`config.mk`:
```
export PLATFORM = sky130hd
export DESIGN_NAME = run_length_detector_flat
export DESIGN_NICKNAME = d
export VERILOG_FILES = /design/src/rtl/run_length_detector_pkg.sv /design/src/rtl/run_length_detector_if.sv /design/src/rtl/run_length_detector_sat_counter.sv /design/src/rtl/run_length_detector.sv /design/src/flat_wrapper.sv
export SDC_FILE = /design/constraint.sdc
export NUM_CORES = 1
export LEC_CHECK = 0
export CAP_MARGIN = 30
export CORE_MARGIN = 2
export CORE_UTILIZATION = 40
export DETAILED_ROUTE_END_ITERATION = 6
export PLACE_DENSITY = 0.79
export SLEW_MARGIN = 20
export SYNTH_ARGS = -nofsm -noshare
export SYNTH_HDL_FRONTEND = slang
export SYNTH_SLANG_ARGS = --single-unit
```
`constraint.sdc`:
```
create_clock -name Clock -period 5.7 [get_ports Clock]
set_input_delay 1.71 -clock Clock [delete_from_list [all_inputs] [get_ports Clock]]
set_output_delay 1.71 -clock Clock [all_outputs]
set_load 0.01 [all_outputs]
```
`src/rtl/run_length_detector_pkg.sv`:
```
// Shared types for the run-length detector: one-hot FSM state and mode codes.
// Latency: n/a (declarations only).
// Backpressure: n/a.
// Contents: run_state_t (IDLE/RUN0/RUN1 one-hot), MODE_* constants, mode_permits().
package run_det_pkg;

  // One-hot so the state register can be driven straight onto state_oh {RUN1,RUN0,IDLE}.
  typedef enum logic [2:0] {
    IDLE = 3'b001,
    RUN0 = 3'b010,
    RUN1 = 3'b100
  } run_state_t;

  localparam logic [1:0] MODE_BOTH = 2'b00;
  localparam logic [1:0] MODE_ZERO = 2'b01;
  localparam logic [1:0] MODE_ONE  = 2'b10;
  localparam logic [1:0] MODE_OFF  = 2'b11;

  // True when a completed run of value b may raise a detection under this mode.
  function automatic logic mode_permits(input logic [1:0] mode, input logic b);
    logic ok;
    ok = 1'b0;
    case (mode)
      MODE_BOTH: ok = 1'b1;
      MODE_ZERO: ok = ~b;
      MODE_ONE:  ok = b;
      default:   ok = 1'b0;
    endcase
    return ok;
  endfunction

endpackage

```
`src/rtl/run_length_detector_if.sv`:
```
// Bundle of the detector's sample inputs, mode controls and status outputs.
// Latency: n/a (wiring only).
// Backpressure: none; en qualifies each sample, there is no ready.
// Modports: master drives en/w/mode/overlap/clr_cnt; slave (detector) drives
//   z/z_val/run_cnt/state_oh/det_cnt/det_ovf.
interface run_length_detector_if #(
  parameter int RUN_LEN = 4,
  parameter int CNT_W   = 8
);
  localparam int RC_W = $clog2(RUN_LEN + 1);

  logic             en;
  logic             w;
  logic [1:0]       mode;
  logic             overlap;
  logic             clr_cnt;
  logic             z;
  logic             z_val;
  logic [RC_W-1:0]  run_cnt;
  logic [2:0]       state_oh;
  logic [CNT_W-1:0] det_cnt;
  logic             det_ovf;

  modport master (
    output en, w, mode, overlap, clr_cnt,
    input  z, z_val, run_cnt, state_oh, det_cnt, det_ovf
  );

  modport slave (
    input  en, w, mode, overlap, clr_cnt,
    output z, z_val, run_cnt, state_oh, det_cnt, det_ovf
  );

endinterface

```
`src/rtl/run_length_detector_sat_counter.sv`:
```
// Saturating hit counter with sticky overflow flag and synchronous clear.
// Latency: 1 cycle from inc/clr to cnt/ovf.
// Backpressure: none; increments past the maximum are absorbed into ovf.
// Ports: clk, rstn (sync active-low), inc, clr, cnt[width], ovf.
module sat_counter #(
  parameter int WIDTH = 8
) (
  input  logic             clk,
  input  logic             rstn,
  input  logic             inc,
  input  logic             clr,
  output logic [WIDTH-1:0] cnt,
  output logic             ovf
);

  always_ff @(posedge clk) begin
    if (!rstn) begin
      cnt <= '0;
      ovf <= 1'b0;
    end else if (clr) begin
      // A hit landing on the clear cycle is kept rather than lost.
      cnt <= WIDTH'(inc);
      ovf <= 1'b0;
    end else if (inc) begin
      if (&cnt) begin
        ovf <= 1'b1;
      end else begin
        cnt <= cnt + WIDTH'(1);
      end
    end
  end

endmodule

```
`src/rtl/run_length_detector.sv`:
```
// Serial run-length detector: flags every run of RUN_LEN identical accepted bits.
// Latency: z/z_val/run_cnt/state_oh update 1 cycle after the accepting edge; all outputs registered.
// Backpressure: none; en low freezes state and run count and forces z low.
// Ports: Clock, Resetn (sync active-low), bus (slave modport: en, w, mode, overlap,
//   clr_cnt in; z, z_val, run_cnt, state_oh, det_cnt, det_ovf out).
module run_length_detector #(
  parameter int RUN_LEN = 4,
  parameter int CNT_W   = 8
) (
  input logic                 Clock,
  input logic                 Resetn,
  run_length_detector_if.slave bus
);
  import run_det_pkg::*;

  localparam int RC_W = $clog2(RUN_LEN + 1);
  // One extra bit so run_cnt+1 never wraps when run_cnt already sits at RUN_LEN.
  localparam logic [RC_W:0] RUN_LEN_N = (RC_W + 1)'(RUN_LEN);

  run_state_t      state;
  logic [RC_W-1:0] run_cnt_q;
  logic            z_q;
  logic            z_val_q;

  logic            run_bit;
  logic            same;
  logic [RC_W:0]   n;
  logic            reached;
  logic            hit;

  always_comb begin
    run_bit = (state == RUN1);
    same    = (state != IDLE) && (bus.w == run_bit);
    n       = {1'b0, run_cnt_q} + (RC_W + 1)'(1);
    reached = same && (n >= RUN_LEN_N);
    hit     = bus.en && reached && mode_permits(bus.mode, run_bit);
  end

  always_ff @(posedge Clock) begin
    if (!Resetn) begin
      state     <= IDLE;
      run_cnt_q <= '0;
      z_q       <= 1'b0;
      z_val_q   <= 1'b0;
    end else begin
      z_q <= hit;
      if (hit) begin
        z_val_q <= run_bit;
      end
      if (bus.en) begin
        if (!same) begin
          state     <= bus.w ? RUN1 : RUN0;
          run_cnt_q <= RC_W'(1);
        end else if (bus.overlap) begin
          run_cnt_q <= reached ? RC_W'(RUN_LEN) : n[RC_W-1:0];
        end else begin
          // Non-overlap restarts at 0 after reaching the threshold; this also
          // covers a switch from overlap mode with run_cnt parked at RUN_LEN.
          run_cnt_q <= reached ? '0 : n[RC_W-1:0];
        end
      end
    end
  end

  sat_counter #(.WIDTH(CNT_W)) u_det_cnt (
    .clk  (Clock),
    .rstn (Resetn),
    .inc  (hit),
    .clr  (bus.clr_cnt),
    .cnt  (bus.det_cnt),
    .ovf  (bus.det_ovf)
  );

  assign bus.z        = z_q;
  assign bus.z_val    = z_val_q;
  assign bus.run_cnt  = run_cnt_q;
  assign bus.state_oh = state;

endmodule
```
`src/flat_wrapper.sv`:
```
// flat-port wrapper written by rule: the top's interface ports become plain ports
module run_length_detector_flat import run_det_pkg::*;
#(
  parameter int RUN_LEN = 4,
  parameter int CNT_W   = 8
)
  (Clock, Resetn, bus_en, bus_w, bus_mode, bus_overlap, bus_clr_cnt, bus_z, bus_z_val, bus_run_cnt, bus_state_oh, bus_det_cnt, bus_det_ovf);
  run_length_detector_if #(.RUN_LEN(RUN_LEN), .CNT_W(CNT_W)) bus_i ();
  input logic Clock;
  input logic Resetn;
  input wire logic [$bits(bus_i.en)-1:0] bus_en;
  input wire logic [$bits(bus_i.w)-1:0] bus_w;
  input wire logic [$bits(bus_i.mode)-1:0] bus_mode;
  input wire logic [$bits(bus_i.overlap)-1:0] bus_overlap;
  input wire logic [$bits(bus_i.clr_cnt)-1:0] bus_clr_cnt;
  output wire logic [$bits(bus_i.z)-1:0] bus_z;
  output wire logic [$bits(bus_i.z_val)-1:0] bus_z_val;
  output wire logic [$bits(bus_i.run_cnt)-1:0] bus_run_cnt;
  output wire logic [$bits(bus_i.state_oh)-1:0] bus_state_oh;
  output wire logic [$bits(bus_i.det_cnt)-1:0] bus_det_cnt;
  output wire logic [$bits(bus_i.det_ovf)-1:0] bus_det_ovf;
  assign bus_i.en = bus_en;
  assign bus_i.w = bus_w;
  assign bus_i.mode = bus_mode;
  assign bus_i.overlap = bus_overlap;
  assign bus_i.clr_cnt = bus_clr_cnt;
  assign bus_z = bus_i.z;
  assign bus_z_val = bus_i.z_val;
  assign bus_run_cnt = bus_i.run_cnt;
  assign bus_state_oh = bus_i.state_oh;
  assign bus_det_cnt = bus_i.det_cnt;
  assign bus_det_ovf = bus_i.det_ovf;
  run_length_detector #(.RUN_LEN(RUN_LEN), .CNT_W(CNT_W)) u_core (.Clock(Clock), .Resetn(Resetn), .bus(bus_i));
endmodule
```
Word level (Yosys, flattened, before mapping) --
Index checks and enable logic that the tools add are counted.
Word-level totals: register bits after elaboration 17, bits of input ports 8, word-level logic and storage cells 41, output and inout port bits 17
Cells by class: bitwise gates (word level) 4, equal/unequal tests 6, add/subtract/negate cells 2, $lt $le $gt $ge 1, reduce and logical (&&, ||, !) cells 12, mux-type cells 9
Operator list (count):
- $mux 3 | 5
- $reduce_and 9->1 | 1
- $add 8x1->8 const B | 1
- $reduce_and 8->1 | 1
- $reduce_and 2->1 | 3
- $add 3x1->4 const B | 1
- $ge 4x3->1 const B | 1
- $logic_and 1x1->1 | 4
- $not 1->1 | 4
- $eq 3x3->1 const B | 1
- $mux 1 | 3
- $ne 3x1->1 const B | 1
- $pmux 1 s3 | 1
- $eq 2x1->1 const B | 1
- $eq 2x2->1 const B | 1
- $logic_not 2->1 | 1
- $ne 2x2->1 const B | 1
- $reduce_bool 2->1 | 1
- $reduce_or 2->1 | 1
- $eq 1x1->1 | 1

Logic depth before layout (Yosys ltp) --
Gate-level depths: netlist of the first run.
depth after elaboration 8, mapped depth 7

Cells and area by module --
Synthesis of the first run repeated with hierarchy kept, for this count alone.
Second synthesis, totals: cells, all modules 106, area, all modules 900.9 um^2
By module, submodules not included:
- sat_counter | cells each 58, area an instance 480.5 um^2, instances 1
- run_length_detector | cells each 48, area an instance 420.4 um^2, instances 1

Worst setup path after synthesis of the first run --
No wires, ideal clock.
kind input-to-reg, start in bus_w, end reg u_core.u_det_cnt.cnt[3], data arrival time 2933 ps, required time 5630 ps, path buffers 0, path slack 2697 ps, stages on the path 5, path through or3_1 o211ai_2 nand4_4 or4_1 a21oi_1
Between the ends: longest elaborated chain between the ends 6
RTL lines:
- start, declared | line flat_wrapper.sv:12 | input wire logic [$bits(bus_i.w)-1:0] bus_w;
- $eq 1x1->1 | line run_length_detector.sv:33 | same = (state != IDLE) && (bus.w == run_bit);
- $logic_and 1x1->1 | line run_length_detector.sv:33
- $logic_and 1x1->1 | line run_length_detector.sv:35 | reached = same && (n >= RUN_LEN_N);
- $logic_and 1x1->1 (2 in series) | line run_length_detector.sv:36 | hit = bus.en && reached && mode_permits(bus.mode, run_bit);
- $reduce_and 2->1 (no line)
- end signal, assigned | line run_length_detector_sat_counter.sv:22 | cnt <= WIDTH'(inc);
- end signal, assigned | line run_length_detector_sat_counter.sv:28 | cnt <= cnt + WIDTH'(1);
- end, declared | line run_length_detector_sat_counter.sv:12 | output logic [WIDTH-1:0] cnt,
Every way passes these cells. A chain may end at the register's enable or synchronous reset.

Worst setup path after layout of the first run --
Ends and elaborated chain as after synthesis.

==> reports/metrics.csv, run 1 <==
stage,metric,value,unit
outcome,outcome,finished clean,
logic_synthesis,synth_area_leaders,"dfxtp_1 40%, a21oi_1 6.4%, nand2_1 4.8%",
finish,fin_cells,153,
min_path,hold_class,flop to flop,
grt,grt_pass1_wl,3320,um
logic_synthesis,ys_types,31,
timing,hold_viol,0,
pwr,pwr-share-comb,0.127,
setup_path,cp.required,5.93,ns
timing,max_slew.worst_pin.slew,0.499,ns
setup_path,crit_type,input port to flop,
route,first_pass_iters,4,
logic_synthesis,avgSynthCellArea,8.52,um2
logic_synthesis,synthCells,101,
route,ant_nets,0,
timing,setup_viol,0,
logic_synthesis,synth_top_cell_area_share,0.395,
grt,overflow,0,
timing,fin_crit_sh,0.613,
setup_path,crit_path_start,bus_w,
finish,layout_common_cells,"24 x clkdlybuf4s50_1, 17 x dfxtp_1, 11 x a21oi_1, 11 x nand2_1, 7 x nor2_1",
place,post_dp_cell_area,0.00112,mm2
job,cap_viol_max_count,0,
setup_path,r2r_end,u_core.u_det_cnt.cnt[3],
timing,grt_setup_unrepaired,no,
die,core,0.00200,mm2
setup_path,rr_startpoint,u_core.bus.state_oh[2],
clock_network,clock_sinks,17,
pwr,p_seq_frac,0.574,
logic_synthesis,syn-num-nets,111,
timing,final.min_clock_period,3.49,ns
grt,grt_max_degree,17,
finish,final_common_cell,clkdlybuf4s50_1,
pwr,powerDensity,190,mW/mm2
clock_network,cts_made_buffers,3,
timing,timing.hold.ws,0.468,ns
clock_network,clock_latency,0.29,ns
place,placed_cells,149,
setup_path,crit_fanout,16,
logic_synthesis,synth_area_leader_cell,dfxtp_1,
die,start_util,0.430,
min_path,worstHoldStart,u_core.u_det_cnt.ovf,
timing,slew-limit-headroom,0.667,
die,die_x,50.4,um
place,portBuffers,24,
route,vias,887,
pwr,power_frac_clock,0.298,
route,drc,0,
die,io_pins,25,
timing,fin_skew,0.0101,ns
clock_network,clkTransAtPathRegs,0.11,ns
grt,track_usage,0.169,
setup_path,worst-r2r-setup-slack,3.33,ns
grt,antenna_found_initial,0,
finish,syn2layout_area_growth,33.6,%
timing,fmax,0.286,GHz
clock_network,tritoncts,yes,
clock_network,cts_root_buf,clkbuf_4,
timing,slew_viol_final,0,
clock_network,cts_setup_buffers,0,
logic_synthesis,ys_seq_area_frac,0.395,
clock_network,cts_max_level,1,
place,hpwl,1510,um
timing,setup_tns,0,ns
clock_network,hold_buffers,0,
clock_network,cts_max_path_buffers,2,
finish,diodes,0,
min_path,whs_endpoint,u_core.u_det_cnt.ovf,
route,wire_per_inst,13.7,um
route,via_per_inst,5.80,
pwr,p_int,0.161,mW
place,place_congestion,0.810,
logic_synthesis,synth_area,861,um2
logic_synthesis,ys_ff_latch,17,
setup_path,cp-start-kind,input port,
pwr,p_switching,0.0573,mW
pwr,p_total,0.219,mW
setup_path,r2r_cells,5,
setup_path,arrival,3.73,ns
die,rows,16,
logic_synthesis,ys_warn_count,0,
finish,final_net_count,137,
pwr,vdd_drop_max,0.115,mV
grt,grt_pass1_vias,784,
min_path,holdPathStages,2,
finish,finish.instance_area,0.00115,mm2
route,drt-total-wl,2100,um
die,die_y,50.4,um
die,die_area,0.00254,mm2
clock_network,cts_resized,0,
pwr,leakagePower,0.387,nW
finish,layout-drive-gt1-share,0.0556,
setup_path,end_kind,flop,
pwr,p_sw_frac,0.262,
route,first_iter_violations,11,
==> metal layers <==
| metal | global-route usage | routed length, um |
|---|---|---|
| met4 | 0.0721 | 29 |
| met3 | 0.0327 | 106 |
| met5 | 0 | 0 |
| met2 | 0.281 | 966 |
| met1 | 0.214 | 997 |
==> sequential cells by signal, summed over array words and instances (netlist names) <==
name,count
u_core.u_det_cnt.cnt,8
u_core.bus.run_cnt,3
u_core.u_det_cnt.ovf,1
u_core.bus.z,1
u_core.bus.z_val,1
u_core.bus.state_oh,3
==> worst max-delay path, stage by stage <==
cell and delay (ns):
clkdlybuf4s50_1 0.50, or3_1 0.37, o211ai_2 0.15, nand4_4 0.27, or4_1 0.58, a21oi_1 0.15
==> worst max-delay path by stage <==
stage	endpoint	slack, ns	cells past startpoint
after floorplan	u_core.u_det_cnt.cnt[3]	2.70	5
after global placement	u_core.u_det_cnt.cnt[6]	2.02	6
after detailed placement	u_core.u_det_cnt.cnt[3]	1.93	6
after CTS	u_core.u_det_cnt.cnt[3]	2.23	6
after global routing	u_core.u_det_cnt.cnt[4]	2.10	6
final	u_core.u_det_cnt.cnt[3]	2.21	6
==> stage by stage <==
stage	utilization	worst slack (ns)
after floorplan	-	2.70
after global placement	0.561	2.02
after detailed placement	0.561	1.93
after CTS	0.574	2.23
after global routing	0.574	2.10
final	0.574	2.21
==> cell families after synthesis <==
kind of cell / synth area share
buf+inv: 0.0320
simple gates: 0.289
compound gates: 0.233
mux: 0.0116
xor+xnor: 0.0102
flops: 0.395
fa+ha+maj: 0.0291
==> area by class of cell <==
class | instances | area (um2)
clock buffer | 3 | 22.5
clock inverter | 1 | 5.00
fill | 175 | 852
inverter | 4 | 15.0
multi-input combinational | 77 | 493
sequential | 17 | 340
tap | 27 | 33.8
timing repair buffer | 24 | 240
==> power groups by stage <==
| stage | Clock [mW] | Combinational (mW) | Sequential [mW] |
|---|---|---|---|
| finish | 0.0652 | 0.0278 | 0.126 |
| global route | 0.0719 | 0.0299 | 0.126 |
| CTS | 0.0675 | 0.0277 | 0.125 |
| detailed placement | 0 | 0.0274 | 0.128 |
| global placement | 0 | 0.0265 | 0.128 |
| floorplan | 0 | 0.0123 | 0.129 |
==> Yosys cell counts <==
library cell  instances
o21ai_0               5
o2111ai_1             1
or4_1                 4
nor3b_1               1
xor2_1                1
nand4_4               1
o211a_1               1
nand2b_1              2
dfxtp_1              17
nand3_1               5
buf_2                 1
ha_1                  2
o31ai_1               5
clkbuf_1              2
nand4bb_1             1
inv_1                 4
and2_1                1
o211ai_2              1
nand2_1              11
and4_1                2
o311ai_0              1
mux2i_1               1
a21oi_1              11
o211ai_1              2
nand4_1               3
nand4b_1              1
nor2_1                7
o21ba_2               1
or3_1                 2
nor3_1                2
o41ai_1               2
Note: power is estimated with default switching activity, not from simulation.
==> run 2, diff against run 1 <==
- PLACE_DENSITY: 0.79 -> 0.82
- clock period: 5.7 -> 3.2 ns (I/O delays scaled with it)
==> reports/metrics.csv, run 2 (synthesized netlist as in run 1, its figures left out) <==
stage,metric,value,unit
timing,final.min_clock_period,2.70,ns
place,portBuffers,24,
finish,finish.instance_area,0.00115,mm2
finish,diodes,0,
finish,layout-drive-gt1-share,0.0476,
clock_network,cts_root_buf,clkbuf_4,
die,core,0.00200,mm2
clock_network,cts_max_level,1,
clock_network,clock_latency,0.29,ns
setup_path,crit_family,simple AND/OR/NAND/NOR gates,
grt,grt_max_degree,17,
timing,grt_setup_unrepaired,no,
place,hpwl,1530,um
timing,fin_ws,0.504,ns
clock_network,clock_sinks,17,
finish,nFillCells,199,
timing,max_slew.worst_pin.slew,0.466,ns
setup_path,cpMaxStageDelayCell,or4_1,
die,die_y,50.4,um
die,die_area,0.00254,mm2
finish,final_net_count,137,
route,ant_nets,0,
setup_path,path_buf_inv,1,
clock_network,hold_buffers,0,
setup_path,end_kind,flop,
pwr,p_sw_frac,0.254,
route,via_per_inst,5.75,
grt,overflow,0,
pwr,powerDensity,337,mW/mm2
finish,final_common_cell,clkdlybuf4s50_1,
die,io_pins,25,
grt,grt_pass1_wl,3590,um
timing,setup_tns,0,ns
clock_network,cts_max_path_buffers,2,
pwr,leakagePower,0.384,nW
pwr,pwr-share-comb,0.125,
pwr,power_frac_clock,0.299,
finish,layout_common_cells,"24 x clkdlybuf4s50_1, 17 x dfxtp_1, 11 x a21oi_1, 11 x nand2_1, 7 x nor2_1",
grt,track_usage,0.184,
timing,hold_viol,0,
clock_network,cts_setup_buffers,0,
route,drc,0,
clock_network,cts_made_buffers,3,
setup_path,crit_fanout,16,
timing,timing.hold.ws,0.462,ns
setup_path,crit_type,input port to flop,
clock_network,cts_resized,0,
pwr,p_int,0.289,mW
grt,antenna_found_initial,0,
timing,fin_skew,0.00145,ns
finish,syn2layout_area_growth,33.4,%
place,post_dp_cell_area,0.00112,mm2
pwr,vdd_drop_max,0.232,mV
timing,fin_crit_sh,0.842,
pwr,p_total,0.388,mW
finish,postLayoutCoreUtil,0.574,
clock_network,clkTransAtPathRegs,0.09,ns
setup_path,cp.required,3.43,ns
timing,fmax,0.371,GHz
die,die_x,50.4,um
place,placed_cells,149,
route,wire_per_inst,13.4,um
die,rows,16,
job,cap_viol_max_count,0,
clock_network,tritoncts,yes,
outcome,outcome,finished clean,
route,first_pass_iters,4,
pwr,p_seq_frac,0.577,
setup_path,arrival,2.93,ns
min_path,hold_class,flop to flop,
setup_path,cpPeakStageDelay,0.58,ns
timing,slew-limit-headroom,0.689,
place,post-place-ws,0.212,ns
die,start_util,0.430,
finish,fin_cells,153,
route,drt-total-wl,2060,um
route,first_iter_violations,16,
setup_path,crit_chain,"clkdlybuf4s50_1, or3_1, o211ai_2, nand4_4, or4_1, a21oi_1",
place,place_congestion,0.748,
route,vias,879,
setup_path,cp-start-kind,input port,
timing,slew_viol_final,0,
timing,setup_viol,0,
pwr,p_switching,0.0984,mW
grt,grt_pass1_vias,839,
finish,largest-register,u_core.u_det_cnt.cnt,
finish,largest_register_ffs,8,
## run 2: changes by cell type in the layout (fill, tap and decap cells not counted), sizes merged
cell	previous run	this run
clkbuf	3	4
clkinv	1	0
## run 2: path summary, 6_finish.rpt
path                                        startpoint                 endpoint  slack [ns]  cells past startpoint
worst max register to register  u_core.bus.state_oh[2]  u_core.u_det_cnt.cnt[6]        0.84                      5
worst min-delay path              u_core.u_det_cnt.ovf     u_core.u_det_cnt.ovf        0.46                      2
worst max-delay path                             bus_w  u_core.u_det_cnt.cnt[6]        0.50                      6
worst min register to register    u_core.u_det_cnt.ovf     u_core.u_det_cnt.ovf        0.46                      2
## run 2: power by group through the flow
stage	logic [mW]	registers (mW)	clock network (mW)
global route	0.0526	0.226	0.128
finish	0.0483	0.224	0.116
CTS	0.0482	0.224	0.123
floorplan	0.0218	0.229	0
detailed placement	0.0479	0.229	0
global placement	0.0471	0.228	0
## run 2: cell type report
class | count | area (um2) | area share
Multi-Input combinational cell | 77 | 493 | 0.429
Clock buffer | 4 | 26.3 | 0.0229
Timing Repair Buffer | 24 | 240 | 0.209
Sequential cell | 17 | 340 | 0.296
Inverter | 4 | 15.0 | 0.0131
Tap cell | 27 | 33.8 | 0.0294
## run 2: worst register-to-register path, delay by kind of cell (launching register included)
family             cells  cell delay [ns]
AOI/OAI and AO/OA      1             0.15
DFF                    1             0.46
and+or+nand+nor        3             1.28
muxes                  1             0.41
## run 2: routing by layer
metal,track usage,up-vias,routed length [um]
met5,0,-,0
met2,0.322,26,1040
met4,0.0766,0,23
met1,0.207,410,909
li1,-,439,-
met3,0.0536,4,82
==> run 3, diff against run 2 <==
- clock period: 3.2 -> 2.4 ns (I/O delays scaled with it)
==> reports/metrics.csv, run 3 (synthesized netlist as in run 1, its figures left out) <==
stage,metric,value,unit
outcome,outcome,finished clean,
place,hpwl,1650,um
pwr,p_switching,0.135,mW
timing,hold_viol,0,
finish,largest_register_ffs,8,
die,core,0.00200,mm2
job,cap_viol_max_count,0,
finish,final_net_count,146,
pwr,power_frac_clock,0.292,
route,drt-total-wl,2140,um
timing,grt_setup_unrepaired,no,
route,wire_per_inst,13.2,um
timing,fmax,0.438,GHz
die,die_area,0.00254,mm2
clock_network,cts_max_path_buffers,2,
die,io_pins,25,
clock_network,cts_resized,0,
setup_path,cp.required,2.62,ns
pwr,vdd_drop_max,0.480,mV
clock_network,tritoncts,yes,
grt,track_usage,0.188,
die,rows,16,
pwr,powerDensity,431,mW/mm2
grt,grt_pass1_vias,866,
timing,slew_viol_final,0,
route,first_iter_violations,20,
setup_path,cpPeakStageDelay,0.56,ns
grt,antenna_found_initial,0,
setup_path,end_kind,flop,
setup_path,cpMaxStageDelayCell,or4_1,
die,die_x,50.4,um
route,first_pass_iters,4,
finish,largest-register,u_core.u_det_cnt.cnt,
finish,syn2layout_area_growth,41.4,%
clock_network,clock_latency,0.29,ns
grt,grt_pass1_wl,3660,um
clock_network,hold_buffers,0,
finish,regArea,340,um2
pwr,p_sw_frac,0.257,
timing,final.min_clock_period,2.28,ns
finish,postLayoutCoreUtil,0.608,
timing,fin_crit_sh,0.950,
clock_network,clkTransAtPathRegs,0.10,ns
pwr,leakagePower,0.429,nW
setup_path,cp-start-kind,input port,
clock_network,clock_sinks,17,
place,place_congestion,0.755,
pwr,p_seq_frac,0.568,
timing,setup_viol,0,
clock_network,cts_setup_buffers,0,
clock_network,cts_made_buffers,3,
place,portBuffers,24,
finish,final_common_cell,clkdlybuf4s50_1,
setup_path,crit_fanout,9,
setup_path,crit_type,input port to flop,
finish,layout-drive-gt1-share,0.119,
min_path,hold_class,flop to flop,
route,drc,0,
finish,diodes,0,
timing,fin_skew,0.00684,ns
die,die_y,50.4,um
timing,timing.hold.ws,0.488,ns
finish,nFillCells,189,
setup_path,arrival,2.50,ns
route,ant_nets,0,
pwr,pwr-share-comb,0.140,
timing,max_slew.worst_pin.slew,0.412,ns
route,vias,895,
clock_network,cts_root_buf,clkbuf_4,
setup_path,crit_chain,"clkdlybuf4s50_1, or3_1, o211ai_2, nand4_4, or4_1, a21oi_1",
grt,overflow,0,
clock_network,cts_max_level,1,
die,start_util,0.430,
pwr,p_int,0.390,mW
finish,layout_common_cells,"24 x clkdlybuf4s50_1, 17 x dfxtp_1, 11 x a21oi_1, 11 x nand2_1, 9 x buf_4",
grt,grt_max_degree,12,
route,via_per_inst,5.52,
timing,slew-limit-headroom,0.725,
finish,multi_input_area,493,um2
run 3: layout make-up:
type                    instances  area share
multi-input cells              77       0.405
flip-flops and latches         17       0.280
repair buffers                 33       0.253
well taps                      27      0.0277
clock buffers                   3      0.0185
inverters                       4      0.0123
clock inverters                 1     0.00411
run 3: worst max-delay path, delay by kind of cell:
kind	cells	cell delay, ns
AOI/OAI and AO/OA	2	0.25
buffers and inverters	1	0.45
and+or+nand+nor	3	1.08
run 3: path summary, 6_finish.rpt:
kind                                             start                       to  cells after the start  slack, ns
worst max register to register  u_core.bus.state_oh[2]  u_core.u_det_cnt.cnt[5]                      6       0.20
worst min register to register    u_core.u_det_cnt.ovf     u_core.u_det_cnt.ovf                      2       0.49
worst max-delay path                             bus_w  u_core.u_det_cnt.cnt[5]                      6       0.12
worst min-delay path              u_core.u_det_cnt.ovf     u_core.u_det_cnt.ovf                      2       0.49
run 3: per-layer routing:
layer | up-vias | routed length, um | GRT usage
li1 | 450 | - | -
met1 | 421 | 902 | 0.214
met2 | 20 | 1120 | 0.325
met3 | 4 | 86 | 0.0595
met4 | 0 | 35 | 0.0721
met5 | - | 0 | 0
run 3: through the flow:
stage / instances / instance area (um2) / setup WS [ns] / setup TNS [ns] / power, mW
after floorplan: 101 / 861 / 0.387 / 0 / 0.334
after global placement: 158 / 1190 / -0.108 / -0.449 / 0.376
after detailed placement: 158 / 1190 / -0.180 / -0.702 / 0.379
after CTS: 162 / 1220 / 0.127 / 0 / 0.531
after global routing: 162 / 1220 / 0.00948 / 0 / 0.547
final: 162 / 1220 / 0.119 / 0 / 0.525
run 3: power by group through the flow:
stage	Combinational, mW	Clock (mW)	Sequential, mW
6_report	0.0737	0.153	0.298
3_3_place_gp	0.0715	0	0.304
2_1_floorplan	0.0291	0	0.305
4_1_cts	0.0740	0.159	0.298
5_1_grt	0.0795	0.168	0.300
3_5_place_dp	0.0737	0	0.305
